--- src/rtl/tick_rate_ctrl.sv ---
// Fractional clock-enable generator: NUM evenly spaced tick pulses per DEN-cycle window.
// New ratios arrive over valid/ready and take effect only on a window boundary.
module tick_rate_ctrl #(
  parameter int          W       = 16,
  parameter int unsigned DEF_NUM = 13,
  parameter int unsigned DEF_DEN = 20
) (
  input  logic         inclk,
  input  logic         rst_n,
  input  logic         en,
  input  logic         cfg_valid,
  input  logic [W-1:0] cfg_num,
  input  logic [W-1:0] cfg_den,
  output logic         cfg_ready,
  output logic         cfg_err,
  output logic         tick,
  output logic         win_start,
  output logic         busy,
  output logic [W-1:0] cur_num,
  output logic [W-1:0] cur_den
);

  typedef enum logic {IDLE, RUN} state_t;

  localparam logic [W-1:0] ONE = {{(W-1){1'b0}}, 1'b1};

  state_t       state_q, state_d;
  logic [W-1:0] acc_q, acc_d;
  logic [W-1:0] cnt_q, cnt_d;
  logic [W-1:0] cur_num_q, cur_num_d;
  logic [W-1:0] cur_den_q, cur_den_d;
  logic [W-1:0] pend_num_q, pend_num_d;
  logic [W-1:0] pend_den_q, pend_den_d;
  logic         pend_q, pend_d;
  logic         tick_q, tick_d;
  logic         win_start_q, win_start_d;
  logic         cfg_err_q, cfg_err_d;
  logic         busy_q, busy_d;
  logic         cfg_ready_q, cfg_ready_d;

  logic [W:0]   sum;
  logic         hit;
  logic         at_end;
  logic         xfer;
  logic         cfg_ok;

  always_comb begin
    sum    = {1'b0, acc_q} + {1'b0, cur_num_q};
    hit    = (sum >= {1'b0, cur_den_q});
    at_end = (cnt_q == (cur_den_q - ONE));
    xfer   = cfg_valid & cfg_ready_q;
    cfg_ok = (cfg_den != '0) && (cfg_num != '0) && (cfg_num <= cfg_den);

    state_d     = state_q;
    acc_d       = acc_q;
    cnt_d       = cnt_q;
    cur_num_d   = cur_num_q;
    cur_den_d   = cur_den_q;
    pend_num_d  = pend_num_q;
    pend_den_d  = pend_den_q;
    pend_d      = pend_q;
    tick_d      = 1'b0;
    win_start_d = 1'b0;
    cfg_err_d   = xfer & ~cfg_ok;

    case (state_q)
      IDLE: begin
        if (xfer && cfg_ok) begin
          cur_num_d = cfg_num;
          cur_den_d = cfg_den;
        end
        if (en) begin
          state_d = RUN;
          acc_d   = '0;
          cnt_d   = '0;
        end
      end
      RUN: begin
        if (!en) begin
          // Leaving RUN is always a clean boundary, so a queued ratio lands here too.
          state_d = IDLE;
          acc_d   = '0;
          cnt_d   = '0;
          if (pend_q) begin
            cur_num_d = pend_num_q;
            cur_den_d = pend_den_q;
            pend_d    = 1'b0;
          end else if (xfer && cfg_ok) begin
            cur_num_d = cfg_num;
            cur_den_d = cfg_den;
          end
        end else begin
          tick_d      = hit;
          acc_d       = hit ? W'(sum - {1'b0, cur_den_q}) : sum[W-1:0];
          win_start_d = (cnt_q == '0);
          cnt_d       = at_end ? '0 : cnt_q + ONE;
          // The tick on the boundary edge still uses the old ratio; only the next window changes.
          if (pend_q && at_end) begin
            cur_num_d = pend_num_q;
            cur_den_d = pend_den_q;
            acc_d     = '0;
            cnt_d     = '0;
            pend_d    = 1'b0;
          end else if (xfer && cfg_ok) begin
            pend_d     = 1'b1;
            pend_num_d = cfg_num;
            pend_den_d = cfg_den;
          end
        end
      end
      default: state_d = IDLE;
    endcase

    busy_d      = (state_d == RUN);
    cfg_ready_d = ~pend_d;
  end

  always_ff @(posedge inclk or negedge rst_n) begin
    if (!rst_n) begin
      state_q     <= IDLE;
      acc_q       <= '0;
      cnt_q       <= '0;
      cur_num_q   <= W'(DEF_NUM);
      cur_den_q   <= W'(DEF_DEN);
      pend_q      <= 1'b0;
      tick_q      <= 1'b0;
      win_start_q <= 1'b0;
      cfg_err_q   <= 1'b0;
      busy_q      <= 1'b0;
      cfg_ready_q <= 1'b1;
    end else begin
      state_q     <= state_d;
      acc_q       <= acc_d;
      cnt_q       <= cnt_d;
      cur_num_q   <= cur_num_d;
      cur_den_q   <= cur_den_d;
      pend_q      <= pend_d;
      tick_q      <= tick_d;
      win_start_q <= win_start_d;
      cfg_err_q   <= cfg_err_d;
      busy_q      <= busy_d;
      cfg_ready_q <= cfg_ready_d;
    end
  end

  // Pending ratio payload is only meaningful while pend_q is set.
  always_ff @(posedge inclk) begin
    pend_num_q <= pend_num_d;
    pend_den_q <= pend_den_d;
  end

  assign tick      = tick_q;
  assign win_start = win_start_q;
  assign cfg_err   = cfg_err_q;
  assign busy      = busy_q;
  assign cfg_ready = cfg_ready_q;
  assign cur_num   = cur_num_q;
  assign cur_den   = cur_den_q;

endmodule

--- config.mk ---
export PLATFORM = sky130hd
export DESIGN_NAME = tick_rate_ctrl
export DESIGN_NICKNAME = d
export VERILOG_FILES = /design/src/rtl/tick_rate_ctrl.sv
export SDC_FILE = /design/constraint.sdc
export NUM_CORES = 1
export LEC_CHECK = 0
export ABC_CLOCK_PERIOD_IN_PS = 5880
export BUFFER_PORTS_ARGS = -buffer_cell sky130_fd_sc_hd__buf_2
export CORE_MARGIN = 2
export CORE_UTILIZATION = 35
export CTS_CLUSTER_DIAMETER = 150
export DETAILED_ROUTE_END_ITERATION = 8
export GPL_TIMING_DRIVEN = 0
export PLACE_DENSITY_LB_ADDON = 0.3
export SETUP_SLACK_MARGIN = 0.05
export SYNTH_ARGS = -nofsm -noshare
export SYNTH_HDL_FRONTEND = slang
export SYNTH_SLANG_ARGS = --single-unit
--- constraint.sdc ---
create_clock -name inclk -period 5.88 [get_ports inclk]
set_input_delay 0.294 -clock inclk [delete_from_list [all_inputs] [get_ports inclk]]
set_output_delay 0.294 -clock inclk [all_outputs]
set_load 0.005 [all_outputs]
Word level (Yosys, flattened, before mapping)
Cells that the tools add are included.
{ "totals": {"output_inout_bits": 37, "word_cells": 63, "input_bits": 36, "ff_bits": 102} }
{ "op_classes": {"eq_ne": 3, "order_cmp": 2, "n_addsub": 4, "muxes": 28, "n_reduce_logical": 8, "bitwise_logic": 6} }
{ "ops": {"columns": ["cell", "n"], "rows": [
  ["16-bit two-way mux", 15],
  ["16-bit one-hot mux with 2 select lines", 4],
  ["16-bit nonzero test", 2],
  ["16-bit by 16-bit adder with 17-bit output", 1],
  ["17-bit by 16-bit greater-or-equal comparator with 1-bit output", 1],
  ["16-bit by 1-bit adder with 16-bit output, second input constant", 1],
  ["16-bit equality test", 1],
  ["16-bit <= comparator", 1],
  ["16-bit zero test", 1],
  ["16-bit by 1-bit subtractor with 16-bit output, second input constant", 1],
  ["16-bit subtractor", 1],
  ["1-bit two-way mux", 9],
  ["1-bit logical AND", 4],
  ["1-bit NOT", 4],
  ["4-bit AND reduction", 1],
  ["3-bit by 2-bit inequality test with 1-bit output, second input constant", 1],
  ["1-bit AND", 2],
  ["2-bit inequality test, second input constant", 1]
]} }

Longest topological paths before layout
{ "depth": {"ltp_word": 9, "depth_mapped": 19, "ltp_nobuf": 17} }

Least setup slack after synthesis
Ideal clock, no wire load.
{ "synth_timing": {"path_type": "register to register", "start": "register cur_num_q[0] (netlist: cur_num[0])", "end": "register acc_q[10]", "setup_ps": 133, "path_slack_ps": 1582, "stages_incl_launch_ff": 20, "required_time_ps": 5747, "arrival_time_ps": 4165, "synth_period_minus_slack_ps": 4298, "n_path_buf": 2, "cell_sequence": "dfstp_2 -> ha_1 -> inv_1 -> fa_1 -> nor2b_1 -> o31a_1 -> a2bb2oi_1 -> a221o_1 -> a21oi_1 -> xnor2_1 -> ha_1 -> nand3_1 -> or4_1 -> nor2_1 -> nor4_1 -> o221ai_1 -> buf_2 -> buf_1 -> mux2i_1 -> o21ai_0"} }
{ "synth_between": {"elab_chain_len": 6, "word_cells_on_any_way": 7, "cone_classes": "add/sub (2); order compare (1); mux (4)"} }
{ "synth_lines": {"columns": ["element", "line_no", "rtl"], "rows": [
  ["from (decl)", "30", "logic [W-1:0] cur_num_q, cur_num_d;"],
  ["from (signal assigned)", "123", "cur_num_q <= W'(DEF_NUM);"],
  ["from (signal assigned)", "135", "cur_num_q <= cur_num_d;"],
  ["16-bit by 16-bit adder with 17-bit output *", "48", "sum = {1'b0, acc_q} + {1'b0, cur_num_q};"],
  ["16-bit subtractor or 17-bit by 16-bit greater-or-equal comparator with 1-bit output (tied branches)", "94, 49", null],
  ["16-bit two-way mux *", "94", "acc_d = hit ? W'(sum - {1'b0, cur_den_q}) : sum[W-1:0];"],
  ["16-bit two-way mux *", "98", "if (pend_q && at_end) begin"],
  ["16-bit two-way mux *", "79", "if (!en) begin"],
  ["16-bit one-hot mux with 2 select lines *", "66", "case (state_q)"],
  ["to (signal assigned)", "121", "acc_q <= '0;"],
  ["to (signal assigned)", "133", "acc_q <= acc_d;"],
  ["to (decl)", "28", "logic [W-1:0] acc_q, acc_d;"]
]} }
Mark *: on every way between the ends. The rest lies on a longest branch, timed or not.
A chain may end at the register's enable or synchronous reset.

Worst setup path in the final report
{ "layout_timing": {"start": "register cur_num_q[0] (netlist: cur_num[0])", "end": "register acc_q[8]"} }
The elaborated chain is that of the path after synthesis.

==> results.py <==
metrics = {
    "status": {
        "status": "completed",
    },
    "worst_setup_path": {
        "crit_type": "reg -> reg",
        "start_kind": "register",
        "cp_top_family": "compound AO/OA/AOI/OAI gates",
        "crit_top_cell": "ha_1",
        "crit_chain": "ha_1 > inv_1 > fa_1 > nor2b_1 > o31a_1 > a2bb2oi_1 > a221o_1 > a21oi_1 > xnor2_1 > ha_1 > nand3_1 > or4_1 > nor2_1 > nor4_1 > o221ai_1 > buf_2 > buf_1 > mux2i_1 > o21ai_0",
        "crit_path_end_kind": "register",
        "cp_max_fo": 10,
        "slowest_delay_ns": 0.57,
        "crit_required_ns": 6.11,
        "crit_buf_inv": 3,
        "arrival_ns": 5.36,
        "cp_slowest_cell": "dfstp_2",
    },
    "finish": {
        "final_layout_size_suffix_gt1_share_pct": 14.6,
        "seq_area_um2": 2720,
        "multi_input_area_um2": 3760,
        "area_growth_pct": 15.4,
        "final-instance-count-excl-fill": 1055,
        "num-nets-final": 879,
        "antennaDiodeCount": 0,
        "fillers": 1928,
    },
    "die": {
        "die_w_um": 143,
        "die_h_um": 143,
        "fp.coreArea_um2": 18900,
        "num_rows": 50,
        "start_util_pct": 36.0,
        "pin_count": 73,
        "dieArea_um2": 20600,
    },
    "synthesis": {
        "syn_inst": 704,
        "synth_edf_count": 32,
        "synth_ff_type": "dfrtp_1",
        "yosysSeqAreaShare_pct": 40.0,
        "ys_ff_latch": 102,
        "async_reset_ff_share_pct": 68.6,
        "synthesis.area_um2": 6800,
        "synth_fp_nets": 793,
        "synth.distinct_cells": 61,
        "ys_warn_count": 0,
        "synth_area_per_cell_um2": 9.66,
    },
    "global_route": {
        "grt_pass1_wl_um": 30000,
        "grtUsageTotal_pct": 19.0,
        "grt_max_degree": 54,
        "grt_antenna_before_repair": 0,
        "grt_pass1_vias": 5472,
        "overflow": 0,
    },
    "sta": {
        "fmax_mhz": 195,
        "fin_crit_sh_pct": 87.3,
        "maxSlewViolCount": 0,
        "hold_viol": 0,
        "tns_ns": 0,
        "skew_ns": 0.00844,
        "setup_viol": 0,
        "fin_crit_ns": 5.14,
        "max_slew_margin_pct": 36.1,
        "worst_slew_pin_slew_ns": 0.956,
        "rsz0062_at_grt": "false",
    },
    "clock_network": {
        "cts_setup_buffers": 0,
        "clock_path_buffers": 2,
        "cts_root_buf": "clkbuf_16",
        "cts_resized": 0,
        "cts_tree": "done",
        "clock_latency_ns": 0.36,
        "htreeDepth": 3,
        "holdBufCountCts": 1,
        "cts_inserted_buffers": 9,
        "path_clk_slew_ns": 0.07,
        "cts_sinks": 102,
    },
    "power": {
        "comb_power_share_pct": 53.7,
        "seqPwrFrac_pct": 27.8,
        "internal_power_mw": 2.02,
        "p_switching_mw": 1.46,
        "p_clk_share_pct": 18.5,
        "p_leak_nw": 3.49,
        "switching_share_pct": 41.9,
        "ir_worst_vdd_uv": 170,
        "p_per_area_nw_per_um2": 443,
    },
    "flow_run": {
        "max_cap_violations": 0,
    },
    "drt": {
        "num_vias": 5692,
        "detail-route-antenna-nets": 0,
        "viasPerCell": 5.40,
        "drc_errors": 0,
        "wl_um": 18800,
        "first_pass_iters": 5,
        "wl_per_cell_um": 17.8,
        "dr.first_iter.drc_count": 386,
    },
    "placed_design": {
        "port_buffers": 72,
        "hpwl_um": 14600,
        "place.gp.congestion": 0.892,
        "dp_cells": 1038,
    },
    "min_path": {
        "min_path_type": "in -> reg",
    },
}
power by group through the flow:
stage,clock (mW),sequential [mW],combinational (mW)
final,0.644,0.968,1.87
after global routing,0.686,0.981,2.10
after detailed placement,0,0.982,1.86
after CTS,0.649,0.968,1.87
after global placement,0,0.983,1.84
after floorplan,0,0.928,1.43
synthesized netlist by cell type (5+ instances only):
cell type / n / area, µm²
a21o_1: 17 / 128
a21oi_1: 34 / 170
a221o_1: 33 / 330
a22o_1: 7 / 61.3
and2_1: 19 / 119
and3_1: 15 / 93.8
buf_2: 5 / 25.0
clkbuf_1: 18 / 67.6
dfrtp_1: 64 / 1600
dfstp_2: 6 / 158
edfxtp_1: 32 / 961
ha_1: 51 / 638
inv_1: 53 / 199
mux2i_1: 25 / 250
nand2_1: 49 / 184
nand3_1: 21 / 105
nand4_1: 12 / 75.1
nor2_1: 39 / 146
nor2b_1: 5 / 31.3
nor3_1: 32 / 160
nor4_1: 14 / 87.6
o21a_1: 6 / 45.0
o21ai_0: 30 / 150
xnor2_1: 29 / 254
xor2_1: 15 / 131
flip-flops by register name (all words and copies together), names as in the netlist:
signal	flops
acc_q	16
busy	1
cfg_err	1
cfg_ready	1
cnt_q	16
cur_den	16
cur_num	16
pend_den_q	16
pend_num_q	16
pend_q	1
tick	1
win_start	1
cells by family (layout without fill, tap and decap cells):
family | after synthesis | in the layout | share of synthesized area (%)
compound gates | 170 | 170 | 18.4
xor+xnor | 44 | 44 | 5.66
fa+ha+maj | 53 | 53 | 9.97
buf+inv | 81 | 172 | 4.95
flops | 102 | 102 | 40.0
mux | 25 | 25 | 3.68
simple gates | 229 | 229 | 17.4
through the flow:
stage          hold WS, ns  util, %  setup slack, ns  instance area [µm²]  power [mW]
5_1_grt              0.115     41.5            0.328                 7850        3.76
3_3_place_gp         0.457     39.6            0.543                 7490        2.83
6_report             0.127     41.5            0.744                 7850        3.48
2_1_floorplan     -0.00159        -             1.58                 6800        2.36
4_1_cts              0.125     41.5            0.717                 7850        3.49
3_5_place_dp         0.202     39.9            0.731                 7530        2.84
layout make-up:
cell class / instances / share of cell area, %
Buffer: 28 / 1.75
Clock buffer: 11 / 3.09
Clock inverter: 5 / 0.813
Inverter: 53 / 2.53
Multi-Input combinational cell: 521 / 47.9
Sequential cell: 102 / 34.7
Tap cell: 260 / 4.14
Timing Repair Buffer: 75 / 5.15
layout by cell type, fill, tap and decap left out, drive strengths merged, types with 5 or more instances in the layout:
master   n
nand4   12
dfstp    6
xnor2   29
clkbuf  29
a22o     7
inv     56
nor4    14
a211oi   6
ha      51
a221o   33
dfrtp   64
edfxtp  32
nor2    39
xor2    15
o21a     6
nand2   49
buf     84
nand3   21
nor2b    5
mux2i   25
and3    15
o21ai   30
a21o    18
nor3    32
and2    19
a21oi   36
worst reg2reg max path: stages, from the launching register on:
cell	delay [ns]
dfstp_2	0.57
ha_1	0.18
inv_1	0.05
fa_1	0.40
nor2b_1	0.16
o31a_1	0.20
a2bb2oi_1	0.42
a221o_1	0.25
a21oi_1	0.08
xnor2_1	0.18
ha_1	0.40
nand3_1	0.14
or4_1	0.52
nor2_1	0.11
nor4_1	0.05
o221ai_1	0.06
buf_2	0.32
buf_1	0.54
mux2i_1	0.29
o21ai_0	0.09
worst paths after layout:
check	end	slack, ns	startpoint	cells past startpoint
max	acc_q[8]	0.74	cur_num[0]	19
min	busy	0.13	en	1
max reg2reg	acc_q[8]	0.74	cur_num[0]	19
min reg2reg	cur_num[15]	0.47	pend_num_q[15]	1
max in group asynchronous	cur_num[0]	4.91	rst_n	3
min in group asynchronous	win_start	0.35	rst_n	2
per-layer routing:
| layer | up-vias | global-route usage [%] | wire length, µm |
|---|---|---|---|
| li1 | 2804 | - | - |
| met1 | 2715 | 26.5 | 8940 |
| met2 | 150 | 30.7 | 8750 |
| met3 | 23 | 2.57 | 729 |
| met4 | 0 | 6.14 | 383 |
| met5 | - | 0 | 0 |
(Power assumes the default switching activity.)
